===== config.mk =====
export PLATFORM = sky130hd
export DESIGN_NAME = param_nibble_core
export DESIGN_NICKNAME = d
export VERILOG_FILES = /design/src/rtl/param_nibble_core.sv
export SDC_FILE = /design/constraint.sdc
export NUM_CORES = 1
export LEC_CHECK = 0
export BUFFER_PORTS_ARGS = -buffer_cell sky130_fd_sc_hd__buf_4
export CORE_UTILIZATION = 45
export CTS_CLUSTER_DIAMETER = 50
export CTS_CLUSTER_SIZE = 16
export DETAILED_ROUTE_END_ITERATION = 10
export SETUP_SLACK_MARGIN = 0.4
export SLEW_MARGIN = 20
export SYNTH_ARGS = -nofsm -noshare
export SYNTH_HDL_FRONTEND = slang
export SYNTH_SLANG_ARGS = --single-unit

===== constraint.sdc =====
create_clock -name clk -period 3.1 [get_ports clk]
set_input_delay 0.62 -clock clk [delete_from_list [all_inputs] [get_ports clk]]
set_output_delay 0.62 -clock clk [all_outputs]
set_load 0.02 [all_outputs]

===== src/rtl/param_nibble_core.sv =====
`default_nettype none
// ============================================================================
// Module   : param_nibble_core
// Brief    : Parametrised multicycle accumulator core (fetch/decode/exec/wb)
//            with an external synchronous instruction ROM and internal RAM.
// Revision : 1.0 - initial release
// ============================================================================
module param_nibble_core #(
  parameter  int DATA_W  = 8,
  parameter  int ADDR_W  = 5,
  parameter  int PC_W    = 5,
  localparam int INSTR_W = 4 + ADDR_W + 2 * DATA_W
) (
  input  logic               clk,
  input  logic               reset,
  output logic [PC_W-1:0]    imem_addr,
  input  logic [INSTR_W-1:0] imem_data,
  input  logic [ADDR_W-1:0]  dbg_addr,
  output logic [DATA_W-1:0]  dbg_data,
  output logic [DATA_W-1:0]  r,
  output logic [DATA_W-1:0]  x,
  output logic [DATA_W-1:0]  y,
  output logic [ADDR_W-1:0]  addr,
  output logic [3:0]         op,
  output logic [PC_W-1:0]    pc,
  output logic               zero,
  output logic               carry,
  output logic               instr_done,
  output logic               halted
);

  typedef enum logic [2:0] {
    S_FETCH  = 3'd0,
    S_DECODE = 3'd1,
    S_EXEC   = 3'd2,
    S_WB     = 3'd3,
    S_HALT   = 3'd4
  } state_t;

  localparam logic [3:0] OP_ADDI  = 4'd0;
  localparam logic [3:0] OP_ADDM  = 4'd1;
  localparam logic [3:0] OP_SUBI  = 4'd2;
  localparam logic [3:0] OP_SUBM  = 4'd3;
  localparam logic [3:0] OP_ANDM  = 4'd4;
  localparam logic [3:0] OP_ORM   = 4'd5;
  localparam logic [3:0] OP_STORE = 4'd6;
  localparam logic [3:0] OP_JMP   = 4'd7;
  localparam logic [3:0] OP_JZ    = 4'd8;
  localparam logic [3:0] OP_HALT  = 4'd9;

  state_t              state_q, state_d;
  logic [PC_W-1:0]     pc_q, pc_d;
  logic [DATA_W-1:0]   r_q, r_d;
  logic [DATA_W-1:0]   x_q, x_d;
  logic [DATA_W-1:0]   y_q, y_d;
  logic [ADDR_W-1:0]   addr_q, addr_d;
  logic [3:0]          op_q, op_d;
  logic                zero_q, zero_d;
  logic                carry_q, carry_d;
  logic [DATA_W-1:0]   rd_q, rd_d;
  logic                mem_we;

  logic [DATA_W-1:0]   mem_q [0:(2**ADDR_W)-1];

  logic [DATA_W-1:0]   w_opa;
  logic [DATA_W:0]     w_add;
  logic [DATA_W:0]     w_sub;

  // Immediate forms take y as the left operand, memory forms take the RAM word.
  always_comb begin
    w_opa = ((op_q == OP_ADDI) || (op_q == OP_SUBI)) ? y_q : rd_q;
    w_add = {1'b0, w_opa} + {1'b0, x_q};
    w_sub = {1'b0, w_opa} + {1'b0, ~x_q} + {{DATA_W{1'b0}}, 1'b1};
  end

  always_comb begin
    state_d = state_q;
    pc_d    = pc_q;
    r_d     = r_q;
    x_d     = x_q;
    y_d     = y_q;
    addr_d  = addr_q;
    op_d    = op_q;
    zero_d  = zero_q;
    carry_d = carry_q;
    rd_d    = rd_q;
    mem_we  = 1'b0;
    case (state_q)
      S_FETCH: state_d = S_DECODE;
      S_DECODE: begin
        {op_d, addr_d, x_d, y_d} = imem_data;
        state_d = S_EXEC;
      end
      S_EXEC: begin
        rd_d    = mem_q[addr_q];
        state_d = S_WB;
      end
      S_WB: begin
        state_d = (op_q == OP_HALT) ? S_HALT : S_FETCH;
        pc_d    = pc_q + PC_W'(1);
        case (op_q)
          OP_ADDI, OP_ADDM: begin
            r_d     = w_add[DATA_W-1:0];
            carry_d = w_add[DATA_W];
            zero_d  = (w_add[DATA_W-1:0] == '0);
          end
          OP_SUBI, OP_SUBM: begin
            r_d     = w_sub[DATA_W-1:0];
            carry_d = w_sub[DATA_W];
            zero_d  = (w_sub[DATA_W-1:0] == '0);
          end
          OP_ANDM: begin
            r_d     = rd_q & x_q;
            carry_d = 1'b0;
            zero_d  = ((rd_q & x_q) == '0);
          end
          OP_ORM: begin
            r_d     = rd_q | x_q;
            carry_d = 1'b0;
            zero_d  = ((rd_q | x_q) == '0);
          end
          OP_STORE: mem_we = 1'b1;
          OP_JMP:   pc_d = y_q[PC_W-1:0];
          OP_JZ:    if (zero_q) pc_d = y_q[PC_W-1:0];
          OP_HALT:  pc_d = pc_q;
          default: ;
        endcase
      end
      S_HALT: state_d = S_HALT;
      default: state_d = S_FETCH;
    endcase
  end

  always_ff @(posedge clk or negedge reset) begin
    if (!reset) begin
      state_q <= S_FETCH;
      pc_q    <= '0;
      r_q     <= '0;
      x_q     <= '0;
      y_q     <= '0;
      addr_q  <= '0;
      op_q    <= '0;
      zero_q  <= 1'b0;
      carry_q <= 1'b0;
    end else begin
      state_q <= state_d;
      pc_q    <= pc_d;
      r_q     <= r_d;
      x_q     <= x_d;
      y_q     <= y_d;
      addr_q  <= addr_d;
      op_q    <= op_d;
      zero_q  <= zero_d;
      carry_q <= carry_d;
    end
  end

  // RAM contents survive reset; the write strobe drops as soon as state_q clears.
  always_ff @(posedge clk) begin
    rd_q <= rd_d;
    if (mem_we) mem_q[addr_q] <= r_q;
  end

  assign imem_addr  = pc_q;
  assign dbg_data   = mem_q[dbg_addr];
  assign r          = r_q;
  assign x          = x_q;
  assign y          = y_q;
  assign addr       = addr_q;
  assign op         = op_q;
  assign pc         = pc_q;
  assign zero       = zero_q;
  assign carry      = carry_q;
  assign instr_done = (state_q == S_WB);
  assign halted     = (state_q == S_HALT);

endmodule
`default_nettype wire

Yosys cells after proc, flatten, opt, wreduce, memory -nomap -nowiden

Memory sizes are Yosys's and may differ from the RTL's. A register that Yosys moved wholly into a read port is not among the register bits.
Cells that the tools add are included.

$add $sub $neg: 4
Bitwise gates (word level): 4
Shift-type cells: 0
Magnitude comparators: 0
Muxes and demuxes: 12
$mul: 0
Equality and inequality tests: 13
Divide/modulo/power cells: 0
Reduce and logical (&&, ||, !) cells: 15

Operators with widths:

| cell                                                                   | number |
|---|---|
| 8-bit logical NOT                                                      | 4 |
| 8-bit case mux with 4 select lines                                     | 1 |
| 8-bit by 8-bit adder with 9-bit output                                 | 2 |
| 4-bit by 3-bit equality test with 1-bit output (second input constant) | 4 |
| 3-bit case mux with 5 select lines                                     | 1 |
| 5-bit case mux with 3 select lines                                     | 1 |
| 9-bit by 1-bit adder with 9-bit output (second input constant)         | 1 |
| 8-bit AND                                                              | 1 |
| 4-bit by 2-bit equality test with 1-bit output (second input constant) | 2 |
| 4-bit equality test (second input constant)                            | 2 |
| 8-bit two-way mux                                                      | 1 |
| 8-bit NOT                                                              | 1 |
| 8-bit bitwise OR                                                       | 1 |
| 3-bit by 2-bit equality test with 1-bit output (second input constant) | 2 |
| 2-bit AND reduction                                                    | 3 |
| 2-bit OR reduction                                                     | 3 |
| 5-bit by 1-bit adder with 5-bit output (second input constant)         | 1 |
| 5-bit two-way mux                                                      | 1 |
| 4-bit by 1-bit equality test with 1-bit output (second input constant) | 1 |
| 4-bit logical NOT                                                      | 1 |
| 1-bit two-way mux                                                      | 4 |
| 1-bit case mux with 4 select lines                                     | 1 |
| 4-bit nonzero test                                                     | 1 |
| 3-bit by 1-bit equality test with 1-bit output (second input constant) | 1 |
| 7 further kinds                                                        | 7 |

Memory bits (writable): 256
Output and inout bits: 55
Bits in latches: 0
Memories kept: 1
Logic and storage cells: 58
Bits in registers: 43
ROM bits: 0

Memories:

| name  | depth | width | rd ports | clocked after Yosys merged registers in | wr ports | RTL line | RTL |
|---|---|---|---|---|---|---|---|
| mem_q | 32    | 8     | 2        | 1                                       | 1        | 63       | `logic [DATA_W-1:0] mem_q [0:(2**ADDR_W)-1];` |

Longest topological paths before layout

Gate-level depths: netlist of the first run.

Word-level depth: 7
Mapped depth: 12
Gate-level depth less buffers: 11

Least setup slack after synthesis of the first run

Ideal clock, no wire load.

Path type: register -> register
From: register op_q[2], in the netlist op[2]
To: register r_q[7], in the netlist r[7]
Period minus slack after synthesis: 3.285 ns
Slack: -0.185 ns
Arrival time: 3.160 ns
Path buffers: 2
Stages on the path, launching flop included: 12
Cells stage by stage: dfrtp_1 > clkbuf_1 > nor3_2 > mux2_2 > ha_1 > clkbuf_1 > nor2b_1 > a211o_1 > mux2i_1 > nor4_1 > o221ai_1 > mux2_2

Word-level cells in the longest chain between the ends: 6

RTL lines:

| item                                                                                       | RTL line | RTL |
|---|---|---|
| from (decl)                                                                                | 57       | `logic [3:0] op_q, op_d;` |
| from (signal assigned)                                                                     | 152      | `op_q <= op_d;` |
| 4-bit by 2-bit equality test with 1-bit output / 4-bit logical NOT (equally long branches) | 71, 101  |  |
| 1-bit logical OR                                                                           | 71       | `w_opa = ((op_q == OP_ADDI) \|\| (op_q == OP_SUBI)) ? y_q : rd_q;` |
| 8-bit two-way mux                                                                          | 71       |  |
| 8-bit by 8-bit adder with 9-bit output                                                     | 73       | `w_sub = {1'b0, w_opa} + {1'b0, ~x_q} + {{DATA_W{1'b0}}, 1'b1};` |
| 9-bit by 1-bit adder with 9-bit output                                                     | 73       |  |
| 8-bit case mux with 4 select lines                                                         | 101      | `case (op_q)` |
| to (signal assigned)                                                                       | 148      | `r_q <= r_d;` |
| to (decl)                                                                                  | 53       | `logic [DATA_W-1:0] r_q, r_d;` |

Several ways; a longest one is shown, not always the timed one.
A chain may end at the register's enable or synchronous reset.

Final worst setup path of the first run

From: input dbg_addr[0]
To: output dbg_data[5]

Word-level cells in the longest chain between the ends: 1

RTL lines:

| item              | RTL line | RTL |
|---|---|---|
| from (decl)       | 18       | `input logic [ADDR_W-1:0] dbg_addr,` |
| memory 32 x 8 bit | -        |  |
| to (decl)         | 19       | `output logic [DATA_W-1:0] dbg_data,` |

No other way between the ends.

==> summary.md, run 1 <==
| Metric | Value |
|---|---|
| Yosys cell types | `59` |
| Slowest cell on crit path | `mux4_2` |
| Sum Neg Setup Slack | `0 ps` |
| Measured slew at the worst slew-check pin | `848 ps` |
| Clk sinks | `a little over 300` |
| Nets | `1116` |
| Final setup fails | `0` |
| Crit path kind | `in -> out` |
| DP HPWL | `30.2 mm` |
| Htree depth | `2` |
| Fmax | `0.326 GHz` |
| Peak supply drop | `slightly below 0.7 mV` |
| Clk_skew | `24.4 ps` |
| Vias | `~9600` |
| Crit. path cell count | `6` |
| Run status | `completed` |
| Post-synthesis cell area | `0.0151 mm2` |
| Crit path capture type | `output port` |
| Slew HR | `0.433` |
| Crit start category | `input port` |
| Pleak | `0.00646 uW` |
| Fin cells | `1531` |
| Port buffer count | `86` |
| Number of synthesized flops with an enable pin | `264` |
| RePlAce Congestion | `0.875` |
| CP top delay family | `multiplexers` |
| Pwr dens | `1030 mW/mm2` |
| Placeable Area | `around 0.033 mm2` |
| Fin crit period | `just over 3000 ps` |
| Initial Util | `0.461` |
| Area added between synthesis and finish | `22.7%` |
| Max-slew violation count | `0` |
| Reg clk slew, reported paths | `roughly 60 ps` |
| Worst Setup EP | `dbg_data[5]` |
| Std cell rows | `between 60 and 70` |
| Die X | `roughly 190 um` |
| Worst path arrival time | `about 2500 ps` |
| Register bit total from synthesis | `307` |
| Hold Path Class | `in -> async` |
| Buf/Inv on CP | `3` |
| Post-DR vias/cell | `6.27` |
| Post-Route WL | `43.3 mm` |
| Clock Latency Late Sink | `just over 500 ps` |
| Pre-antenna DRT Iters | `5` |
| Largest net degree at the start of global routing | `44` |
| Syn. warnings | `0` |
| Cts bufs inserted | `34` |
| Register-to-Register Path Depth | `12` |
| Global-route wire length before repair | `63.5 mm` |
| Worst Path Required | `2480 ps` |
| ANT nets after route | `0` |
| Hold_buf cts | `0` |
| Die height | `around 190 um` |
| CTS tree | `yes` |
| End of the worst register-to-register path | `r[7]` |
| Ant diodes | `0` |
| Worst Setup SP | `dbg_addr[0]` |
| Top cell by count, worst path | `mux4_2` |
| Clk buf depth | `3` |
| All-Layer GR Usage | `0.260` |
| Mean Syn Cell Area | `between 15 and 20 um2` |
| WL/cell | `~28 um` |
| Hold Fails Final Rpt | `0` |
| Crit Path Max Fanout | `7` |
| Syn nets | `956` |
| DRC viols | `0` |
| Share of cells above drive strength 1 | `0.437` |
| Final period util | `0.991` |
| Initial DRC Count | `1134` |
| Number of global-route vias before repair | `9507` |
| Max Cap Viol | `0` |
| Worst r2r src | `op[3]` |
| IO Pins | `87` |
| Die ar. | `0.0344 mm2` |
| Clock Root Buffer | `clkbuf_16` |
| Most used DFF post-synth | `edfxtp_1` |
| Cells after DPL | `1448` |
| Antenna violations before repair | `1` |
| CP peak stage delay | `roughly 550 ps` |
| R2R Setup Slk | `210 ps` |
| Cells after Synth | `905` |
| RSZ-0062 raised after global routing | `true` |
| Worst path cell trace | `buf_16 -> buf_8 -> mux4_2 -> mux4_2 -> mux2_4 -> buf_6` |
| Register area share after synthesis | `0.595` |
| Grt total ovfl | `0` |
| Ys async rst share | `0.140` |
## cell usage in the layout (no fill, tap or decap), types with 5 or more instances in the layout
cell,synthesis,layout
maj3_1,6,6
edfxtp_1,264,264
inv_1,21,20
inv_6,0,6
a22oi_1,34,34
buf_6,2,14
ha_1,17,8
and2_1,5,5
a31oi_1,6,6
ha_4,0,9
nor2_1,61,57
a21oi_1,24,20
nand2_1,32,31
nand3b_1,8,8
mux2_4,0,14
buf_16,0,5
clkbuf_1,38,7
buf_12,0,9
nor3_1,11,9
clkbuf_16,0,37
nand4_1,11,11
mux4_2,144,144
buf_4,11,159
nand3_1,11,11
dfrtp_1,43,39
o21ai_0,21,17
mux2_2,36,22
## per-stage QoR
stage	total power [uW]	setup slack (ps)	cell area, um2	hold slack (ps)	util
2_1_floorplan	11200	79.5	15400	324	-
3_3_place_gp	14100	-96.8	16800	489	0.514
3_5_place_dp	14100	-103	16800	498	0.514
4_1_cts	18700	41.2	18300	126	0.559
5_1_grt	20100	34.2	18600	146	0.566
6_report	19200	28.0	18600	109	0.566
## worst min-delay path by stage
stage,start,to,slack (ps),cells after the start
detailed placement,state_q[2],state_q[1],500,1
CTS,reset,y[2],130,1
finish,reset,addr[4],110,1
global route,reset,addr[3],150,1
floorplan,reset,addr[0],320,0
global placement,state_q[2],state_q[1],490,1
## cell families after synthesis
logic type | Yosys count | synth area share
adders and majority gates | 25 | 0.0207
and+or+nand+nor | 179 | 0.0591
buffers and inverters | 87 | 0.0261
xor gates and xnor gates | 8 | 0.00463
AOI/OAI and AO/OA | 117 | 0.0519
DFF | 307 | 0.595
muxes | 182 | 0.242
## power breakdown
group          internal [uW]  leakage [uW]  switching [uW]
clock                   2220      0.000525            1660
combinational           4150       0.00304            4990
sequential              5370       0.00290             785
## final cells by class
class,instances,area (um2)
fill,2538,14200
clock buffer,43,916
clock inverter,17,156
inverter,21,78.8
timing repair buffer,190,1730
multi-input combinational,511,6110
sequential,307,9010
tap,442,553
## flip-flops by register name, indices dropped and copies added (netlist names)
name       flops
y              8
imem_addr      5
mem_q        256
carry          1
rd_q           8
addr           5
r              8
x              8
zero           1
state_q        3
op             4
## cells in the mapped netlist, drive strengths merged (3+ instances only)
| master | n | area, um2 |
|---|---|---|
| edfxtp | 264 | 7930 |
| mux4 | 144 | 3240 |
| nor2 | 61 | 229 |
| dfrtp | 43 | 1080 |
| clkbuf | 39 | 148 |
| mux2 | 36 | 405 |
| a22oi | 34 | 255 |
| nand2 | 32 | 120 |
| buf | 27 | 168 |
| a21oi | 24 | 120 |
| inv | 21 | 78.8 |
| o21ai | 21 | 105 |
| ha | 17 | 213 |
| nor3 | 12 | 65.1 |
| nand3 | 11 | 55.1 |
| nand4 | 11 | 68.8 |
| nand3b | 8 | 60.1 |
| nand2b | 7 | 43.8 |
| a31oi | 6 | 37.5 |
| maj3 | 6 | 60.1 |
| nor4 | 6 | 37.5 |
| and2 | 5 | 31.3 |
| or2 | 5 | 31.3 |
| xnor2 | 5 | 43.8 |
| and3 | 4 | 25.0 |
| nor2b | 4 | 25.0 |
| nor3b | 4 | 30.0 |
| a211o | 3 | 26.3 |
| a21o | 3 | 22.5 |
| a221oi | 3 | 26.3 |
| o221ai | 3 | 26.3 |
| o22ai | 3 | 18.8 |
| or3b | 3 | 26.3 |
| xor2 | 3 | 26.3 |
## layer usage
metal  vias to the layer above  part of all wire  track usage
met5                         -           0.00030            0
met2                       484              0.47        0.412
li1                       4046                 -            -
met1                      4976              0.42        0.369
met3                        87             0.079       0.0486
met4                         2             0.028       0.0711
## what timing repair did
action,4_1_cts,5_1_grt
setup endpoints to repair,14,24
buffers inserted,9,8
gates resized for setup,47,25
gates cloned,4,2
pin swaps,15,9
No activity file was read; power rests on OpenSTA's default activity.
==> run 2: changes to the inputs <==
--- a/config.mk
+++ b/config.mk
@@ -5,6 +5,7 @@
 export SDC_FILE = /design/constraint.sdc
 export NUM_CORES = 1
 export LEC_CHECK = 0
+export ABC_AREA = 1
 export BUFFER_PORTS_ARGS = -buffer_cell sky130_fd_sc_hd__buf_4
 export CORE_UTILIZATION = 45
 export CTS_CLUSTER_DIAMETER = 50
==> run 2 against run 1 <==
Effect of this change: via count grew 34%; final area shrank 0.92%; core utilization shrank 0.66 points; first-iteration DRC count grew 31%; die area grew 0.59%; worst hold slack lost 16 ps; combinational power shrank 19%; clock power grew 5%; clock skew grew 4.0 ps; largest cell class unchanged; largest power group unchanged.
==> summary.md, run 2 <==
| Metric | Value |
|---|---|
| Run status | `completed` |
| Register bit total from synthesis | `307` |
| Reg clk slew, reported paths | `roughly 50 ps` |
| Number of synthesized flops with an enable pin | `264` |
| CP top delay family | `buffers and inverters` |
| Crit path capture type | `output port` |
| Area added between synthesis and finish | `20.8%` |
| Buf/Inv on CP | `3` |
| Slew HR | `0.561` |
| Most used DFF post-synth | `edfxtp_1` |
| Clock Latency Late Sink | `roughly 540 ps` |
| Port buffer count | `86` |
| Worst Path Required | `2480 ps` |
| Peak supply drop | `approximately 0.64 mV` |
| Worst slack, placed | `229 ps` |
| Max reg flops | `~260` |
| Clk_skew | `28.4 ps` |
| Slowest cell on crit path | `o221ai_1` |
| Pwr dens | `about 940 mW/mm2` |
| Post-synthesis cell area | `0.0152 mm2` |
| Die X | `186 um` |
| Std cell rows | `66` |
| Pre-antenna DRT Iters | `6` |
| Top-area cell type share of the netlist area | `0.521` |
| IO Pins | `a little under 90` |
| Fin crit period | `2750 ps` |
| Clk sinks | `307` |
| Ys async rst share | `0.140` |
| Final period util | `0.889` |
| Die height | `186 um` |
| Post-Route WL | `53.0 mm` |
| Commonest non-fill, non-tap cells in the layout | `edfxtp_1 (264), nor2_1 (227), buf_4 (162)` |
| DRC viols | `0` |
| CTS tree | `yes` |
| End of the worst register-to-register path | `r[7]` |
| CP peak stage delay | `about 280 ps` |
| Post-synthesis xor/xnor area fraction | `0.00230` |
| Vias | `12900` |
| Mean Syn Cell Area | `about 10 um2` |
| Most instantiated cells after synthesis | `edfxtp_1 (264), nor2_1 (230), nand2_1 (157)` |
| Register area share after synthesis | `0.592` |
| Initial DRC Count | `1486` |
| Mux contribution to synthesized area | `0.00592` |
| R2R Setup Slk | `590 ps` |
| Cells after DPL | `2002` |
| ANT nets after route | `0` |
| Simple-Gate Fraction of Synth Area | `0.137` |
| Grt total ovfl | `0` |
| Cells after Synth | `1484` |
| Pleak | `0.00682 uW` |
| Cts bufs inserted | `36` |
| Clock Root Buffer | `clkbuf_16` |
| All-Layer GR Usage | `0.309` |
| Initial Util | `0.463` |
| Crit start category | `input port` |
| Fin cells | `between 2000 and 2500` |
| Compound-cell area share of the yosys netlist | `0.192` |
| Hold Path Class | `in -> async` |
| Worst path arrival time | `2130 ps` |
| Util after Layout | `0.560` |
| Number of global-route vias before repair | `approximately 12000` |
| Largest family of logic cells by synthesized area | `compound AO/OA/AOI/OAI gates` |
| RSZ-0062 raised after global routing | `true` |
| Top cell by count, worst path | `nand2_1` |
| Placeable Area | `0.0329 mm2` |
| Die ar. | `roughly 0.035 mm2` |
| Crit Path Max Fanout | `54` |
| Sum Neg Setup Slack | `0 ps` |
| Worst r2r src | `op[3]` |
| Hold_buf cts | `0` |
| Syn. warnings | `0` |
| RePlAce Congestion | `0.933` |
| Hold Fails Final Rpt | `0` |
| Most frequent cell after synthesis | `edfxtp_1` |
| Syn nets | `between 1500 and 2000` |
| Largest net degree at the start of global routing | `55` |
| Measured slew at the worst slew-check pin | `657 ps` |
| Crit path kind | `in -> out` |
| Htree depth | `2` |
| Yosys cell types | `approximately 40` |
| DP HPWL | `~34 mm` |
| Max Cap Viol | `0` |
| WL/cell | `roughly 25 um` |
| Global-route wire length before repair | `a little under 80 mm` |
| Register-to-Register Path Depth | `15` |
| Adder-Cell Fraction of Synth Area | `0.0166` |
| Setup WS post-layout | `345 ps` |
| Nets | `1665` |
| Commonest non-fill, non-tap cell in the layout | `edfxtp_1` |
| Cell taking the most area after synthesis | `edfxtp_1` |
| Share of cells above drive strength 1 | `0.181` |
| Worst path cell trace | `buf_6 -> buf_16 -> o21ai_0 -> o221ai_1 -> nand3_1 -> nand2_1 -> nand2_1 -> nand2_1 -> buf_4` |
| Fmax | `0.363 GHz` |
| Post-DR vias/cell | `between 6 and 7` |
| Reg with most FFs | `mem_q` |
| Final total power | `17400 uW` |
| Top cells by area, synth | `edfxtp_1 (52%), dfrtp_1 (7.1%), a22oi_1 (6.3%), nor2_1 (5.7%), o21ai_0 (5.1%)` |
| Max-slew violation count | `0` |
| Final setup fails | `0` |
| Clk buf depth | `3` |
| Antenna violations before repair | `3` |
run 2: cell count changes after synthesis, moves of 76 or more:
cell     change
nor2_1     +169
o21ai_0    +134
mux4_2     -144
a21oi_1     +76
a22oi_1     +94
nand2_1    +125
run 2: worst max-delay path by stage:
stage | depth (start not counted) | slack, ps | to | startpoint
floorplan | 20 | 460 | zero | op[0]
global placement | 10 | 280 | dbg_data[7] | dbg_addr[0]
detailed placement | 10 | 230 | dbg_data[1] | dbg_addr[0]
CTS | 9 | 360 | dbg_data[1] | dbg_addr[1]
global route | 9 | 300 | dbg_data[6] | dbg_addr[1]
finish | 9 | 350 | dbg_data[5] | dbg_addr[1]
run 2: final cells by class:
type                    count  area (um2)
fillers                  2854       14500
flip-flops and latches    307        9000
multi-input cells        1001        5490
repair buffers            191        1890
clock buffers              42         945
well taps                 442         553
inverters                  77         309
clock inverters            23         194
diodes                      2        5.00
run 2: per-layer routing:
| layer | track usage | share of wire | vias to the layer above |
|---|---|---|---|
| met1 | 0.405 | 0.39 | 6235 |
| met5 | 0.0207 | 0.00019 | - |
| met4 | 0.145 | 0.044 | 2 |
| met3 | 0.0652 | 0.10 | 143 |
| li1 | - | - | 5714 |
| met2 | 0.488 | 0.47 | 792 |
run 2: logic make-up (layout without fill, tap and decap cells):
logic type / after synthesis / in the layout
xor gates and xnor gates: 4 / 4
AOI/OAI and AO/OA: 471 / 471
DFF: 307 / 307
other: 0 / 2
and+or+nand+nor: 499 / 499
buffers and inverters: 176 / 333
muxes: 8 / 8
adders and majority gates: 19 / 19
run 2: what timing repair did:
action,CTS,global route
setup buffers,6,2
cloned,7,1
gates resized for setup,29,25
endpoints found under the setup margin,14,32
pin swaps,12,6
run 2: report_power, final:
part | switching (uW) | internal (uW)
sequential | 499 | 5340
clock | 1830 | 2250
combinational | 5000 | 2440
total | 7330 | 10000
run 2: per-stage QoR:
stage,area (um2),hold slack [ps]
after floorplan,15200,324
after global placement,16700,495
after detailed placement,16700,511
after CTS,18300,111
after global routing,18400,133
final,18400,93.6
